==> src/rtl/ifm_skew_feeder_pkg.sv <==
// Shared types and constants for the ifm skew feeder.
package feeder_pkg;

  typedef enum logic [1:0] {IDLE, RUN, DRAIN} state_t;

  localparam int MAC_CYC_DEFAULT = 256;

  // Window counter width; never narrower than one bit.
  function automatic int cnt_width(input int n);
    return (n > 2) ? $clog2(n) : 1;
  endfunction

endpackage

==> src/rtl/ifm_skew_feeder_if.sv <==
// Upstream handshake plus array-side row bus of the ifm skew feeder.
interface ifm_skew_feeder_if #(
  parameter int HEIGHT = 4,
  parameter int IWIDTH = 16
);
  logic                     in_valid;
  logic                     in_ready;
  logic                     in_first;
  logic signed [IWIDTH-1:0] in_ifm [HEIGHT];
  logic signed [IWIDTH-1:0] ifm [HEIGHT];
  logic [HEIGHT-1:0]        en_i;
  logic [HEIGHT-1:0]        clr_i;
  logic [HEIGHT-1:0]        mac_done;
  logic                     busy;

  modport master (
    output in_valid, in_first, in_ifm,
    input  in_ready, ifm, en_i, clr_i, mac_done, busy
  );

  modport slave (
    input  in_valid, in_first, in_ifm,
    output in_ready, ifm, en_i, clr_i, mac_done, busy
  );
endinterface

==> src/rtl/ifm_skew_feeder_skew_delay.sv <==
// Registered delay line of depth D and width W; depth 0 degenerates to a wire.
module skew_delay #(
  parameter int D = 1,
  parameter int W = 1
) (
  input  logic         clk,
  input  logic         rst,
  input  logic [W-1:0] d,
  output logic [W-1:0] q
);
  generate
    if (D == 0) begin : g_wire
      logic unused_clk_rst;
      assign unused_clk_rst = clk ^ rst;
      assign q = d;
    end else begin : g_line
      logic [W-1:0] stage_reg [D];

      always_ff @(posedge clk or posedge rst) begin
        if (rst) begin
          for (int i = 0; i < D; i++) stage_reg[i] <= '0;
        end else begin
          stage_reg[0] <= d;
          for (int i = 1; i < D; i++) stage_reg[i] <= stage_reg[i-1];
        end
      end

      assign q = stage_reg[D-1];
    end
  endgenerate
endmodule

==> src/rtl/ifm_skew_feeder.sv <==
// Holds each accepted ifm vector for a MAC_CYC window and skews rows diagonally.
// Optional FEEDER_PERF_CNT_EN adds a saturating completed-window counter (perf_win).
module ifm_skew_feeder
  import feeder_pkg::*;
#(
  parameter int HEIGHT  = 4,
  parameter int IWIDTH  = 16,
  parameter int MAC_CYC = MAC_CYC_DEFAULT
) (
  input  logic              clk,
  input  logic              rst,
  ifm_skew_feeder_if.slave  bus
`ifdef FEEDER_PERF_CNT_EN
  ,
  output logic [31:0]       perf_win
`endif
);
  localparam int CNTW = cnt_width(MAC_CYC);
  localparam int DW   = (HEIGHT > 2) ? $clog2(HEIGHT) : 1;
  localparam logic [CNTW-1:0] CNT_LAST   = CNTW'(MAC_CYC - 1);
  localparam logic [CNTW-1:0] CNT_PEN    = CNTW'(MAC_CYC - 2);
  localparam logic [DW-1:0]   DRAIN_LAST = DW'((HEIGHT > 1) ? HEIGHT - 2 : 0);
  localparam bit              HAS_DRAIN  = (HEIGHT > 1);

  state_t                   state_reg;
  logic [CNTW-1:0]          cnt_reg;
  logic [DW-1:0]            dcnt_reg;
  logic                     en0_reg;
  logic                     clr0_reg;
  logic                     done0_reg;
  logic signed [IWIDTH-1:0] hold_reg [HEIGHT];
  logic                     ready;
  logic                     accept;

  // Ready in IDLE, or on the last window cycle so windows chain without a bubble.
  assign ready      = (state_reg == IDLE) || ((state_reg == RUN) && (cnt_reg == CNT_LAST));
  assign accept     = bus.in_valid && ready;
  assign bus.in_ready = ready;
  assign bus.busy     = (state_reg != IDLE);

  always_ff @(posedge clk or posedge rst) begin
    if (rst) begin
      state_reg <= IDLE;
      cnt_reg   <= '0;
      dcnt_reg  <= '0;
      en0_reg   <= 1'b0;
      clr0_reg  <= 1'b0;
      done0_reg <= 1'b0;
      for (int h = 0; h < HEIGHT; h++) hold_reg[h] <= '0;
    end else begin
      clr0_reg  <= 1'b0;
      done0_reg <= 1'b0;
      if (accept) begin
        state_reg <= RUN;
        cnt_reg   <= '0;
        en0_reg   <= 1'b1;
        clr0_reg  <= bus.in_first;
        for (int h = 0; h < HEIGHT; h++) hold_reg[h] <= bus.in_ifm[h];
      end else begin
        case (state_reg)
          RUN: begin
            if (cnt_reg == CNT_LAST) begin
              en0_reg <= 1'b0;
              if (HAS_DRAIN) begin
                state_reg <= DRAIN;
                dcnt_reg  <= '0;
              end else begin
                state_reg <= IDLE;
              end
            end else begin
              cnt_reg   <= cnt_reg + 1'b1;
              // Registered one cycle early so the pulse lands on the last window cycle.
              done0_reg <= (cnt_reg == CNT_PEN);
            end
          end
          DRAIN: begin
            if (dcnt_reg == DRAIN_LAST) state_reg <= IDLE;
            else                        dcnt_reg  <= dcnt_reg + 1'b1;
          end
          default: ;
        endcase
      end
    end
  end

  // Row h sees the row-0 window h cycles later; its data enters only while the window is open.
  generate
    for (genvar gi = 0; gi < HEIGHT; gi++) begin : g_row
      logic signed [IWIDTH-1:0] ifm_src;
      logic [IWIDTH-1:0]        ifm_dly;
      logic [2:0]               ctl_dly;

      assign ifm_src = en0_reg ? hold_reg[gi] : '0;

      skew_delay #(.D(gi), .W(3)) u_ctl (
        .clk (clk),
        .rst (rst),
        .d   ({en0_reg, clr0_reg, done0_reg}),
        .q   (ctl_dly)
      );

      skew_delay #(.D(gi), .W(IWIDTH)) u_ifm (
        .clk (clk),
        .rst (rst),
        .d   (ifm_src),
        .q   (ifm_dly)
      );

      assign bus.en_i[gi]     = ctl_dly[2];
      assign bus.clr_i[gi]    = ctl_dly[1];
      assign bus.mac_done[gi] = ctl_dly[0];
      assign bus.ifm[gi]      = $signed(ifm_dly);
    end
  endgenerate

`ifdef FEEDER_PERF_CNT_EN
  always_ff @(posedge clk or posedge rst) begin
    if (rst) begin
      perf_win <= '0;
    end else if (bus.mac_done[HEIGHT-1] && (perf_win != 32'hFFFF_FFFF)) begin
      perf_win <= perf_win + 32'd1;
    end
  end
`endif

endmodule

==> src/flat_wrapper.sv <==
// flat-port wrapper written by rule: the top's interface ports become plain ports
module ifm_skew_feeder_flat import feeder_pkg::*;
#(
  parameter int HEIGHT  = 4,
  parameter int IWIDTH  = 16,
  parameter int MAC_CYC = MAC_CYC_DEFAULT
)
  (clk, rst, bus_in_valid, bus_in_first, bus_in_ifm, bus_in_ready, bus_ifm, bus_en_i, bus_clr_i, bus_mac_done, bus_busy);
  ifm_skew_feeder_if #(.HEIGHT(HEIGHT), .IWIDTH(IWIDTH)) bus_i ();
  input  logic clk;
  input  logic rst;
  input wire logic [$bits(bus_i.in_valid)-1:0] bus_in_valid;
  input wire logic [$bits(bus_i.in_first)-1:0] bus_in_first;
  input wire logic [$bits(bus_i.in_ifm)-1:0] bus_in_ifm;
  output wire logic [$bits(bus_i.in_ready)-1:0] bus_in_ready;
  output wire logic [$bits(bus_i.ifm)-1:0] bus_ifm;
  output wire logic [$bits(bus_i.en_i)-1:0] bus_en_i;
  output wire logic [$bits(bus_i.clr_i)-1:0] bus_clr_i;
  output wire logic [$bits(bus_i.mac_done)-1:0] bus_mac_done;
  output wire logic [$bits(bus_i.busy)-1:0] bus_busy;
  assign bus_i.in_valid = bus_in_valid;
  assign bus_i.in_first = bus_in_first;
  assign bus_i.in_ifm = {>>{bus_in_ifm}};
  assign bus_in_ready = bus_i.in_ready;
  assign bus_ifm = {>>{bus_i.ifm}};
  assign bus_en_i = bus_i.en_i;
  assign bus_clr_i = bus_i.clr_i;
  assign bus_mac_done = bus_i.mac_done;
  assign bus_busy = bus_i.busy;
  ifm_skew_feeder #(.HEIGHT(HEIGHT), .IWIDTH(IWIDTH), .MAC_CYC(MAC_CYC)) u_core (.clk(clk), .rst(rst), .bus(bus_i));
endmodule
==> config.mk <==
export PLATFORM = sky130hd
export DESIGN_NAME = ifm_skew_feeder_flat
export DESIGN_NICKNAME = d
export VERILOG_FILES = /design/src/rtl/ifm_skew_feeder_pkg.sv /design/src/rtl/ifm_skew_feeder_if.sv /design/src/rtl/ifm_skew_feeder_skew_delay.sv /design/src/rtl/ifm_skew_feeder.sv /design/src/flat_wrapper.sv
export SDC_FILE = /design/constraint.sdc
export NUM_CORES = 1
export LEC_CHECK = 0
export CAP_MARGIN = 10
export CORE_MARGIN = 2
export CORE_UTILIZATION = 35
export DETAILED_ROUTE_END_ITERATION = 6
export HOLD_SLACK_MARGIN = 0.08
export PLACE_DENSITY = 0.66
export SYNTH_ARGS = -nofsm -noshare
export SYNTH_HDL_FRONTEND = slang
export SYNTH_SLANG_ARGS = --single-unit
==> constraint.sdc <==
create_clock -name clk -period 15.4 [get_ports clk]
set_input_delay 1.54 -clock clk [delete_from_list [all_inputs] [get_ports clk]]
set_output_delay 1.54 -clock clk [all_outputs]
set_load 0.02 [all_outputs]
==> run metrics <==
Critical Path AT=2.40 ns; dominant cells by area after synthesis=dfrtp_1 (67%), mux2_4 (11%), and2_1 (5.9%); Slew Limit Fails=0; most common cell in the netlist=dfrtp_1; sequential area share after synthesis=67.4%; worst hold slack=0.343 ns; RSZ-0062 raised after global routing=false; total negative setup slack=0 ns; htree depth=4; Power Density=105 mW/mm^2; fin cells=832; initial DRC count=122; status=complete, no violations; Tcrit/Tclk final=25.6%; initial antenna violation count=0; Setup Buffers After CTS=0; Core Region=0.0193 sq mm; Sink Count=184; CP Class=register to primary output; final setup margin=11.46 ns; initial core utilization=35.3%; mapped cell area=0.00683 sq mm; Post-CTS Resized=0; Rel. slew slack=38.0%; Final min period=3.94 ns; mux cell area share after synthesis=13.3%; worst hold path depth=0; main combinational cell family by area after synthesis=multiplexers; worst min-delay path class=register to register; Root Buffer=clkbuf_16; Final Util=45.4%; syn nets=513; share of layout cells above drive strength 1=18.0%; Yosys reg bits=184; worst reg2reg endpoint=u_core.hold_reg[48]$_DFFE_PP0P_; number of flops mapped to enable cells by yosys=0; Crit. End Element=primary output; die width=144 microns; drt drc=0; Ports=146; simple-gate portion of the synthesized area=8.53%; GRT Resource Usage Total=11.8%; synth-to-layout area growth=28.4%; Detail Placement HPWL=7830 microns; Worst Tran Pin Value=0.930 ns; CTS Hold Bufs=0; Largest register FFs=64; Total Wirelength=11,900 microns; first-pass GRT wire length=18,800 microns; Synth Area in Adders=1.10%; CTS clk-pin slew, worst paths=0.07 ns; worst r2r src=u_core.state_reg[1]$_DFFE_PP0P_; First-pass DRT Iterations=4; YS warnings=0; clk_skew=0.0112 ns; largest net degree at the start of global routing=109; Num CTS Buffers=17; area fraction of the dominant cell type after synthesis=67.4%; count of cell types in the netlist=37; crit start category=register; clk_lat worst skew=0.42 ns; post-place setup slack=11.52 ns; Nets=628; final hold violations=0; max-cap viol count=0; cell row count=51; Top FF cell, synth=dfrtp_1; Congestion Overflow GR=0; Leakage Power=4.15 nW; syn avg cell area=15.6 sq um; Placed Cells=800; reg2reg setup slack=12.36 ns; hold path start=u_core.g_row[3].u_ifm.g_line.stage_reg[30]$_DFF_PP0_; Post-synth top cells=dfrtp_1 (184), and2_1 (64), mux2_4 (50); hold path endpoint=u_core.g_row[3].u_ifm.q[14]$_DFF_PP0_; RePlAce Congestion=0.780; async set-reset flop share out of synthesis=100%; per-cell routed wire length=14.3 microns; Critical Path RT=13.86 ns; # setup viols final=0; die span in y=144 microns; via count=3,575; post-synth top area cell=dfrtp_1; crit path max fanout=10; VDD IR max=0.0689 mV; Syn Inst Count=439; Fmax=0.254 GHz; vias in the first global route=3,721; average vias per placed instance=4.30; Post-DRT Antenna Nets=0; port buffer count=145; ant diodes=0; Synth Area in XOR/XNOR=0.256%; CTS tree=done; Longest Clk Path Bufs=2; share of the synthesized area in compound gates (AO/OA/AOI/OAI)=2.64%; Reg2Reg Depth=7; die area=0.0207 sq mm
critical path, stage by stage (launching register included):
cell             delay [ns]
dfrtp_1                0.41
inv_1                  0.09
ha_1                   0.35
nand2_1                0.22
o31ai_4                0.26
clkdlybuf4s50_1        0.66
worst max path at each step:
stage / from / slack (ns) / depth (start not counted) / to
after floorplan: rst / 8.86 / 1 / u_core.clr0_reg$_DFF_PP0_
after CTS: u_core.state_reg[1]$_DFFE_PP0P_ / 11.45 / 5 / bus_in_ready
after global routing: u_core.state_reg[1]$_DFFE_PP0P_ / 11.30 / 5 / bus_in_ready
after detailed placement: bus_in_valid / 11.52 / 4 / u_core.hold_reg[8]$_DFFE_PP0P_
final: u_core.state_reg[1]$_DFFE_PP0P_ / 11.46 / 5 / bus_in_ready
after global placement: bus_in_valid / 11.58 / 4 / u_core.hold_reg[10]$_DFFE_PP0P_
metrics by stage:
stage / cell area (sq um) / power, mW
3_5_place_dp: 8210 / 0.522
3_3_place_gp: 8210 / 0.521
6_report: 8780 / 0.919
2_1_floorplan: 6830 / 0.501
4_1_cts: 8780 / 0.933
5_1_grt: 8780 / 0.956
area by class of cell:
cell class / count / area [sq um]
fill: 1728 / 10600
sequential: 184 / 4610
multi-input combinational: 194 / 1760
timing repair buffer: 147 / 1470
clock buffer: 18 / 429
tap: 265 / 332
clock inverter: 14 / 134
inverter: 10 / 45.0
layout by cell type (no fill, tap or decap), drive strengths merged, types with 5 or more instances in the layout:
master / netlist / routed
dfrtp: 184 / 184
clkdlybuf4s50: 0 / 145
and2: 65 / 65
mux2: 64 / 64
clkbuf: 7 / 18
inv: 10 / 16
nor2: 9 / 9
nand2: 8 / 8
ha: 6 / 6
clkinvlp: 0 / 5
routing by layer:
layer  routed length (microns)  share of wire [%]  track usage, %
met1                      5040                 42            14.5
met2                      5890                 50            19.2
met3                       711                6.0            3.70
met4                       229                1.9            5.37
met5                         0                  0               0
power breakdown:
part	internal (mW)	switching, mW
clock	0.214	0.194
combinational	0.0158	0.0126
sequential	0.483	0.000193
total	0.713	0.207
cells by family after synthesis:
group / after synthesis
AOI/OAI and AO/OA: 24
xor gates and xnor gates: 2
adders and majority gates: 6
buffers and inverters: 61
DFF: 184
muxes: 64
and+or+nand+nor: 98
(Power assumes the default switching activity.)
